File: src/rtl/mem_arbiter_nport.sv
// N-requester arbiter in front of the single physical memory port.
// Fixed-priority or round-robin grant, latched op type, one-cycle recovery gap between transactions.
module mem_arbiter_nport #(
    parameter int NUM_REQ    = 2,
    parameter int ADDR_WIDTH = 32,
    parameter int DATA_WIDTH = 256,
    parameter int RR_MODE    = 0,
    localparam int GW        = (NUM_REQ > 1) ? $clog2(NUM_REQ) : 1
) (
    input  logic                          clk,
    input  logic                          rst,
    input  logic [NUM_REQ-1:0]            req_read,
    input  logic [NUM_REQ-1:0]            req_write,
    input  logic [NUM_REQ*ADDR_WIDTH-1:0] req_addr,
    input  logic [NUM_REQ*DATA_WIDTH-1:0] req_wdata,
    output logic [NUM_REQ-1:0]            req_resp,
    output logic [DATA_WIDTH-1:0]         req_rdata,
    output logic                          mem_read,
    output logic                          mem_write,
    output logic [ADDR_WIDTH-1:0]         mem_addr,
    output logic [DATA_WIDTH-1:0]         mem_wdata,
    input  logic                          mem_resp,
    input  logic [DATA_WIDTH-1:0]         mem_rdata,
    output logic                          grant_valid,
    output logic [GW-1:0]                 grant_id
);

    typedef enum logic [1:0] {
        ST_IDLE,
        ST_BUSY,
        ST_RECOVER
    } state_t;

    state_t        state_q, state_d;
    logic [GW-1:0] grant_id_q, grant_id_d;
    logic [GW-1:0] rr_ptr_q, rr_ptr_d;
    logic          mem_read_q, mem_read_d;
    logic          mem_write_q, mem_write_d;
    logic          grant_valid_q, grant_valid_d;

    logic [NUM_REQ-1:0]    active;
    logic                  any_active;
    logic [GW-1:0]         winner;
    logic [GW-1:0]         next_ptr;
    int                    rr_idx;
    logic [ADDR_WIDTH-1:0] addr_arr  [NUM_REQ];
    logic [DATA_WIDTH-1:0] wdata_arr [NUM_REQ];

    assign active     = req_read | req_write;
    assign any_active = |active;

    generate
        for (genvar gi = 0; gi < NUM_REQ; gi++) begin : g_unpack
            assign addr_arr[gi]  = req_addr[gi*ADDR_WIDTH +: ADDR_WIDTH];
            assign wdata_arr[gi] = req_wdata[gi*DATA_WIDTH +: DATA_WIDTH];
            assign req_resp[gi]  = grant_valid_q && mem_resp && (grant_id_q == GW'(gi));
        end
    endgenerate

    // Searching from the far end lets the last hit (closest to the start point) win.
    always_comb begin
        winner = '0;
        rr_idx = 0;
        if (RR_MODE == 0) begin
            for (int i = NUM_REQ - 1; i >= 0; i--) begin
                if (active[i]) winner = GW'(i);
            end
        end else begin
            for (int k = NUM_REQ - 1; k >= 0; k--) begin
                rr_idx = (int'(rr_ptr_q) + k) % NUM_REQ;
                if (active[rr_idx]) winner = GW'(rr_idx);
            end
        end
    end

    assign next_ptr = (grant_id_q == GW'(NUM_REQ - 1)) ? '0 : grant_id_q + 1'b1;

    always_comb begin
        state_d       = state_q;
        grant_id_d    = grant_id_q;
        rr_ptr_d      = rr_ptr_q;
        mem_read_d    = mem_read_q;
        mem_write_d   = mem_write_q;
        grant_valid_d = grant_valid_q;
        case (state_q)
            ST_IDLE: begin
                if (any_active) begin
                    state_d       = ST_BUSY;
                    grant_id_d    = winner;
                    mem_write_d   = req_write[winner];
                    mem_read_d    = !req_write[winner];
                    grant_valid_d = 1'b1;
                end
            end
            ST_BUSY: begin
                // The op stays latched even if the requester drops its request early.
                if (mem_resp) begin
                    state_d       = ST_RECOVER;
                    rr_ptr_d      = next_ptr;
                    mem_read_d    = 1'b0;
                    mem_write_d   = 1'b0;
                    grant_valid_d = 1'b0;
                end
            end
            ST_RECOVER: state_d = ST_IDLE;
            default:    state_d = ST_IDLE;
        endcase
    end

    always_ff @(posedge clk or posedge rst) begin
        if (rst) begin
            state_q       <= ST_IDLE;
            grant_id_q    <= '0;
            rr_ptr_q      <= '0;
            mem_read_q    <= 1'b0;
            mem_write_q   <= 1'b0;
            grant_valid_q <= 1'b0;
        end else begin
            state_q       <= state_d;
            grant_id_q    <= grant_id_d;
            rr_ptr_q      <= rr_ptr_d;
            mem_read_q    <= mem_read_d;
            mem_write_q   <= mem_write_d;
            grant_valid_q <= grant_valid_d;
        end
    end

    assign mem_read    = mem_read_q;
    assign mem_write   = mem_write_q;
    assign grant_valid = grant_valid_q;
    assign grant_id    = grant_id_q;
    assign mem_addr    = grant_valid_q ? addr_arr[grant_id_q]  : '0;
    assign mem_wdata   = grant_valid_q ? wdata_arr[grant_id_q] : '0;
    assign req_rdata   = mem_rdata;

endmodule

File: config.mk
export PLATFORM = sky130hd
export DESIGN_NAME = mem_arbiter_nport
export DESIGN_NICKNAME = d
export VERILOG_FILES = /design/src/rtl/mem_arbiter_nport.sv
export SDC_FILE = /design/constraint.sdc
export NUM_CORES = 1
export LEC_CHECK = 0
export BUFFER_PORTS_ARGS = -buffer_cell sky130_fd_sc_hd__buf_2
export CAP_MARGIN = 30
export CORE_AREA = 5 5 531 533
export DETAILED_ROUTE_END_ITERATION = 6
export DIE_AREA = 0 0 536 538
export SETUP_SLACK_MARGIN = 0.3
export SYNTH_ARGS = -nofsm -noshare
export SYNTH_HDL_FRONTEND = slang
export SYNTH_SLANG_ARGS = --single-unit
export TNS_END_PERCENT = 20
File: constraint.sdc
create_clock -name clk -period 1.46 [get_ports clk]
set_input_delay 0.146 -clock clk [delete_from_list [all_inputs] [get_ports clk]]
set_output_delay 0.146 -clock clk [all_outputs]
set_load 0.05 [all_outputs]
==> results of run 1 <==
## stage by stage
step / cell area, um^2 / std cells / hold slack (ps) / setup WS, ps
finish: 21070 / 5377 / 292.0 / -674.4
global route: 20950 / 5330 / 292.1 / -691.9
floorplan: 8023 / 923 / -63.18 / -472.3
CTS: 20170 / 5252 / 292.6 / -684.9
detailed placement: 18620 / 5225 / 82.96 / -897.3
global placement: 18610 / 5223 / 82.63 / -966.1
## sequential cells by signal, summed over array words and instances (netlist names)
name         flops
state_q          2
grant_id         1
grant_valid      1
mem_read         1
mem_write        1
## what timing repair did
| action | in CTS | in global routing |
|---|---|---|
| endpoints found under the hold margin | 6 | 0 |
| setup buffers | 14 | 5 |
| endpoints found under the setup margin | 294 | 295 |
| cloned | 9 | 6 |
| pin swaps | 1 | 1 |
| resized for setup | 280 | 112 |
| hold buffers | 1 | 0 |
## layout make-up
cell class                      instances  area [um^2]
Antenna cell                          114        285.3
Timing Repair Buffer                  953         9664
Fill cell                           32230       254900
Tap cell                             3705         4636
Sequential cell                         6        160.2
Multi-Input combinational cell        593         6235
Inverter                                3        11.26
Clock buffer                            3        75.07
## layer usage
metal / global-route usage / up-vias / routed length (um)
met5: 0 / - / 1252
met4: 0.03965 / 190 / 8528
met3: 0.2181 / 656 / 72680
met2: 0.2555 / 1779 / 109000
met1: 0.1159 / 4744 / 59500
li1: - / 4210 / -
## worst max-delay path, cell delays in order (launching register included)
cell     delay [ps]
dfrtp_4         470
buf_12          170
buf_12          140
buf_16          170
mux2i_4         480
nor2b_4         100
buf_12          170
## worst min-delay path by stage
| stage | to |
|---|---|
| 2_1_floorplan | mem_read$_DFFE_PP0P_ |
| 3_3_place_gp | grant_valid$_DFFE_PP0P_ |
| 3_5_place_dp | grant_valid$_DFFE_PP0P_ |
| 4_1_cts | req_rdata[132] |
| 5_1_grt | req_rdata[133] |
| 6_report | req_rdata[132] |
## cells in the final DEF (no fill, tap or decap)
master / netlist / layout
diode_2: 0 / 114
nor2b_1: 288 / 93
nor2b_4: 0 / 53
buf_12: 32 / 268
mux2i_2: 0 / 47
nor3_1: 1 / 1
buf_6: 1 / 34
and2_0: 1 / 1
mux2_4: 0 / 1
dfrtp_4: 0 / 2
nor3b_1: 1 / 1
or2_1: 1 / 1
nor2_1: 3 / 2
nand3b_4: 1 / 1
a21oi_1: 1 / 1
dfrtp_2: 0 / 2
o32a_1: 1 / 1
clkbuf_16: 0 / 8
a21o_1: 1 / 1
mux2i_1: 289 / 204
dfrtp_1: 6 / 2
inv_1: 3 / 3
buf_2: 1 / 585
buf_4: 256 / 38
buf_8: 0 / 3
a211oi_4: 1 / 1
mux2i_4: 0 / 38
nor2b_2: 0 / 142
buf_16: 0 / 19
nand2_1: 2 / 2
dlygate4sd3_1: 0 / 1
and3_1: 1 / 1
nor2_4: 0 / 1
## power breakdown
part / switching, W / internal, W
logic: 0.0289 / 0.0213
registers: 0.000122 / 0.000264
clock network: 0.0000860 / 0.000351
## logic make-up (layout without fill, tap and decap cells)
family,after synthesis,after routing,synth area share
muxes,290,290,0.3784
AOI/OAI and AO/OA,4,4,0.005543
DFF,6,6,0.01956
other,0,114,0
and+or+nand+nor,299,299,0.2439
buffers and inverters,324,959,0.3526
## Yosys cell counts
| library cell | instances |
|---|---|
| buf_6 | 1 |
| dfrtp_1 | 6 |
| nand3b_4 | 1 |
| mux2_2 | 1 |
| or2_1 | 1 |
| inv_1 | 3 |
| a211oi_4 | 1 |
| nand2_1 | 2 |
| and2_0 | 1 |
| clkbuf_1 | 31 |
| nor3b_1 | 1 |
| and3_1 | 1 |
| buf_2 | 1 |
| nor2_1 | 3 |
| a21oi_1 | 1 |
| buf_4 | 256 |
| a21o_1 | 1 |
| buf_12 | 32 |
| nor3_1 | 1 |
| mux2i_1 | 289 |
| o32a_1 | 1 |
| nor2b_1 | 288 |
==> run metrics, run 1 <==
status complete, but fails checks; failing checks setup timing; vias in the first global route 10040; Avg WL per Cell 46.67 um; drt total wl 250900 um; R2R cell count 3; Critical Path AT 1990 ps; flops & latches, synth 6; post-route core utilization 0.07632; Cell variety after synth 22; later-pin clock latency in the skew report 230 ps; Die Width 536 um; Tmin final 2134 ps; first-pass GRT wire length 268700 um; CP Launch Type flip-flop; number of clock buffers inserted by TritonCTS 3; dpl hpwl 238200 um; mapped cell area 7675 um^2; GRT Util Overall 0.1630; Reg clk slew, reported paths 30 ps; cell taking the most area after synthesis mux2i_1; drt first-iter violations 749; CTS tree done; drt pass-1 iters 4; max_cap viols 0; DR vias/cell 2.153; # rows 193; sequential area share after synthesis 0.01956; cells after synthesis 923; period utilization 1.462; final net count 2399; flop2flop setup slack 250 ps; Die Footprint 288400 um^2; Worst Max-Slew Pin Slew 457.0 ps; Overflow after GRT 0; clock skew 0.7493 ps; clk sinks 6; relative slew slack 0.6888; worst setup margin -674.4 ps; initial antenna violation count 321; CP endpoint mem_wdata[155]; share of layout cells above drive strength 1 0.7978; top-area cell type share of the netlist area 0.3769; hold_sp mem_rdata[132]; CP Capture Type primary output; I/O pin count 1389; Critical Path RT 1310 ps; syn_nets 1762; core area 276000 um^2; RSZ-0062 raised after global routing true; clock root buffer clkbuf_16; Avg Cell Area, Syn 8.315 um^2; Critical Path Fanout Max 8; die height 538 um; total negative slack -148910 ps; worst r2r dst grant_id$_DFFE_PP0P_; drt drc 0; Ys Warns 0; Crit. Startpoint grant_id$_DFFE_PP0P_; Setup CP Type reg -> out; total power 0.05109 W; Initial Utilization 0.02781; Hold Vio Cnt, Final 0; Synth-to-Final Area Change 174.5%; post-route ant nets 0; Pins Over Slew Limit 0; Critical R2R Launch grant_id$_DFFE_PP0P_; Hold Crit Depth 0; DR vias 11580; H-tree depth 1; Fmax 0.4685 GHz; RePlAce Congestion 0.9578; CTS Buffer Depth 2; hold crit path type in -> out; IO Port Bufs 876; Final setup viols 291; largest net degree at the start of global routing 40; Peak VDD IR 830.1 uV; PD cells 2425 nW/um^2; Synth area leaders mux2i_1 (38%), buf_4 (25%), nor2b_1 (23%), buf_12 (8.3%), dfrtp_1 (2.0%); Leak 8.323 nW
No activity file was read; power rests on OpenSTA's default activity.
==> run 2, diff against run 1 <==
Settings changed: RECOVER_POWER set to 100.
==> run metrics, run 2 (same netlist as run 1, synthesis figures left out) <==
Avg WL per Cell 46.58 um (was 46.67 um); highest-delay cell along the critical path mux2i_4 (unchanged); vias in the first global route 10040 (unchanged); final net count 2399 (unchanged); failing checks setup timing (unchanged); later-pin clock latency in the skew report 230 ps (about the same); core area 276000 um^2 (unchanged); Int Pwr 0.02190 W (was 0.02193 W); Worst Path Buf+Inv 4 (unchanged); PD cells 2423 nW/um^2 (was 2425 nW/um^2); most common cell after layout, fill and taps aside buf_2 (unchanged); relative slew slack 0.5824 (was 0.6888); Tmin final 2138 ps (was 2134 ps); power share of the clock group 0.009 (about the same); Peak VDD IR 830.3 uV (was 830.1 uV); largest net degree at the start of global routing 40 (unchanged); most used cell along the critical path buf_12 (unchanged); Switching Fraction 0.5711 (was 0.5708); Logic pwr share 0.984 (about the same); total negative slack -147860 ps (was -148910 ps); Switch Pwr 0.02916 W (about the same); clock root buffer clkbuf_16 (unchanged); hold_sp mem_rdata[132] (unchanged); drt first-iter violations 734 (was 749); DR vias/cell 2.160 (was 2.153); Critical Path RT 1310 ps (about the same); Initial Utilization 0.02781 (unchanged); hold crit path type in -> out (unchanged); status complete, but fails checks (unchanged); dpl hpwl 238200 um (unchanged); clock skew 0.5207 ps (was 0.7493 ps); RSZ-0062 raised after global routing true (unchanged); CTS tree done (unchanged); Fmax 0.4677 GHz (was 0.4685 GHz); period utilization 1.465 (was 1.462); # rows 193 (unchanged); H-tree depth 1 (unchanged); Pins Over Slew Limit 0 (unchanged); IO Port Bufs 876 (unchanged); Worst Max-Slew Pin Slew 622.6 ps (was 457.0 ps); Critical Path Fanout Max 8 (unchanged); worst path cell trace buf_12, buf_12, buf_16, mux2i_4, nor2b_2, buf_12 (was buf_12, buf_12, buf_16, mux2i_4, nor2b_4, buf_12); Hold Vio Cnt, Final 0 (unchanged); initial antenna violation count 321 (unchanged); Synth-to-Final Area Change 174.6% (was 174.5%); Die Footprint 288400 um^2 (unchanged); Die Width 536 um (unchanged); Setup CP Type reg -> out (unchanged); drt total wl 251000 um (was 250900 um); Final setup viols 291 (unchanged); GRT Util Overall 0.1630 (unchanged); WHS 292.0 ps (unchanged); RePlAce Congestion 0.9578 (unchanged); Largest register FFs 2 (unchanged); # fillers 32240 (was 32230); I/O pin count 1389 (unchanged); drt drc 0 (unchanged); commonest cells after routing, fill and taps aside buf_2 (584), buf_12 (268), mux2i_1 (204) (was buf_2 (585), buf_12 (268), mux2i_1 (204)); max_cap viols 0 (unchanged); non-filler cells, final 5388 (was 5377); Critical Path AT 1990 ps (about the same); largest register by flop count state_q (unchanged); Reg power frac 0.007 (was 0.008); DR vias 11640 (was 11580); first-pass GRT wire length 268700 um (unchanged); clk sinks 6 (unchanged); drt pass-1 iters 4 (unchanged); CTS Buffer Depth 2 (unchanged); Overflow after GRT 0 (unchanged); die height 538 um (unchanged); Crit. Startpoint grant_id$_DFFE_PP0P_ (unchanged); number of clock buffers inserted by TritonCTS 3 (unchanged); Critical R2R Launch state_q[1]$_DFFE_PP0P_ (was grant_id$_DFFE_PP0P_); Placed Instances 5225 (unchanged); Worst path max stage delay 470 ps (was 480 ps); kind of cell adding the most delay to the critical path buffers and inverters (unchanged); share of layout cells above drive strength 1 0.7965 (was 0.7978); Leak 8.320 nW (was 8.323 nW); post-route ant nets 0 (unchanged); CP Launch Type flip-flop (unchanged); worst setup margin -678.3 ps (was -674.4 ps); Reg clk slew, reported paths 30 ps (about the same); CP Capture Type primary output (unchanged)
==> run 2: area by class of cell <==
| cell class | instances | area (um^2) | share of cell area |
|---|---|---|---|
| diodes | 125 | 312.8 | 0.01484 |
| clock buffers | 3 | 75.07 | 0.003562 |
| inverters | 3 | 11.26 | 0.0005343 |
| multi-input cells | 593 | 6222 | 0.2952 |
| flip-flops and latches | 6 | 158.9 | 0.007539 |
| well taps | 3705 | 4636 | 0.2199 |
| repair buffers | 953 | 9662 | 0.4584 |
==> run 2: final timing paths <==
check / to / slack, ps / cells past startpoint
min reg2reg: mem_write$_DFFE_PP0P_ / 580 / 2
max in group asynchronous: grant_id$_DFFE_PP0P_ / 640 / 3
max reg2reg: mem_read$_DFFE_PP0P_ / 20 / 2
max: mem_wdata[157] / -680 / 6
min: req_rdata[132] / 290 / 0
min in group asynchronous: grant_valid$_DFFE_PP0P_ / 600 / 3
==> run 2: layer usage <==
| metal | vias up | share of wire | GRT usage |
|---|---|---|---|
| met4 | 190 | 0.034 | 0.03965 |
| met5 | - | 0.0049 | 0 |
| li1 | 4225 | - | - |
| met3 | 646 | 0.29 | 0.2181 |
| met1 | 4805 | 0.24 | 0.1159 |
| met2 | 1774 | 0.43 | 0.2555 |
==> run 2: timing repair <==
action | CTS | global route
cloned | 9 | 6
resized for setup | 280 | 112
hold buffers | 1 | 0
pin swaps | 1 | 1
setup buffers | 14 | 5
endpoints found under the hold margin | 6 | 0
endpoints found under the setup margin | 294 | 295
==> run 2: power groups by stage <==
stage	combinational (W)	clock, W	sequential [W]
5_1_grt	0.0520	0.000455	0.000383
3_3_place_gp	0.0453	0	0.000400
4_1_cts	0.0497	0.000442	0.000390
2_1_floorplan	0.0242	0	0.000497
3_5_place_dp	0.0454	0	0.000408
6_report	0.0503	0.000435	0.000370
==> run 2: metrics by stage <==
| step | total power, W | area, um^2 | util | setup slack [ps] |
|---|---|---|---|---|
| 6_report | 0.05107 | 21080 | 0.07636 | -678.3 |
| 5_1_grt | 0.05279 | 20930 | 0.07584 | -691.9 |
| 4_1_cts | 0.05052 | 20170 | 0.07308 | -684.9 |
| 3_5_place_dp | 0.04579 | 18620 | 0.06747 | -897.3 |
| 3_3_place_gp | 0.04566 | 18610 | 0.06741 | -966.1 |
| 2_1_floorplan | 0.02471 | 8023 | - | -472.3 |
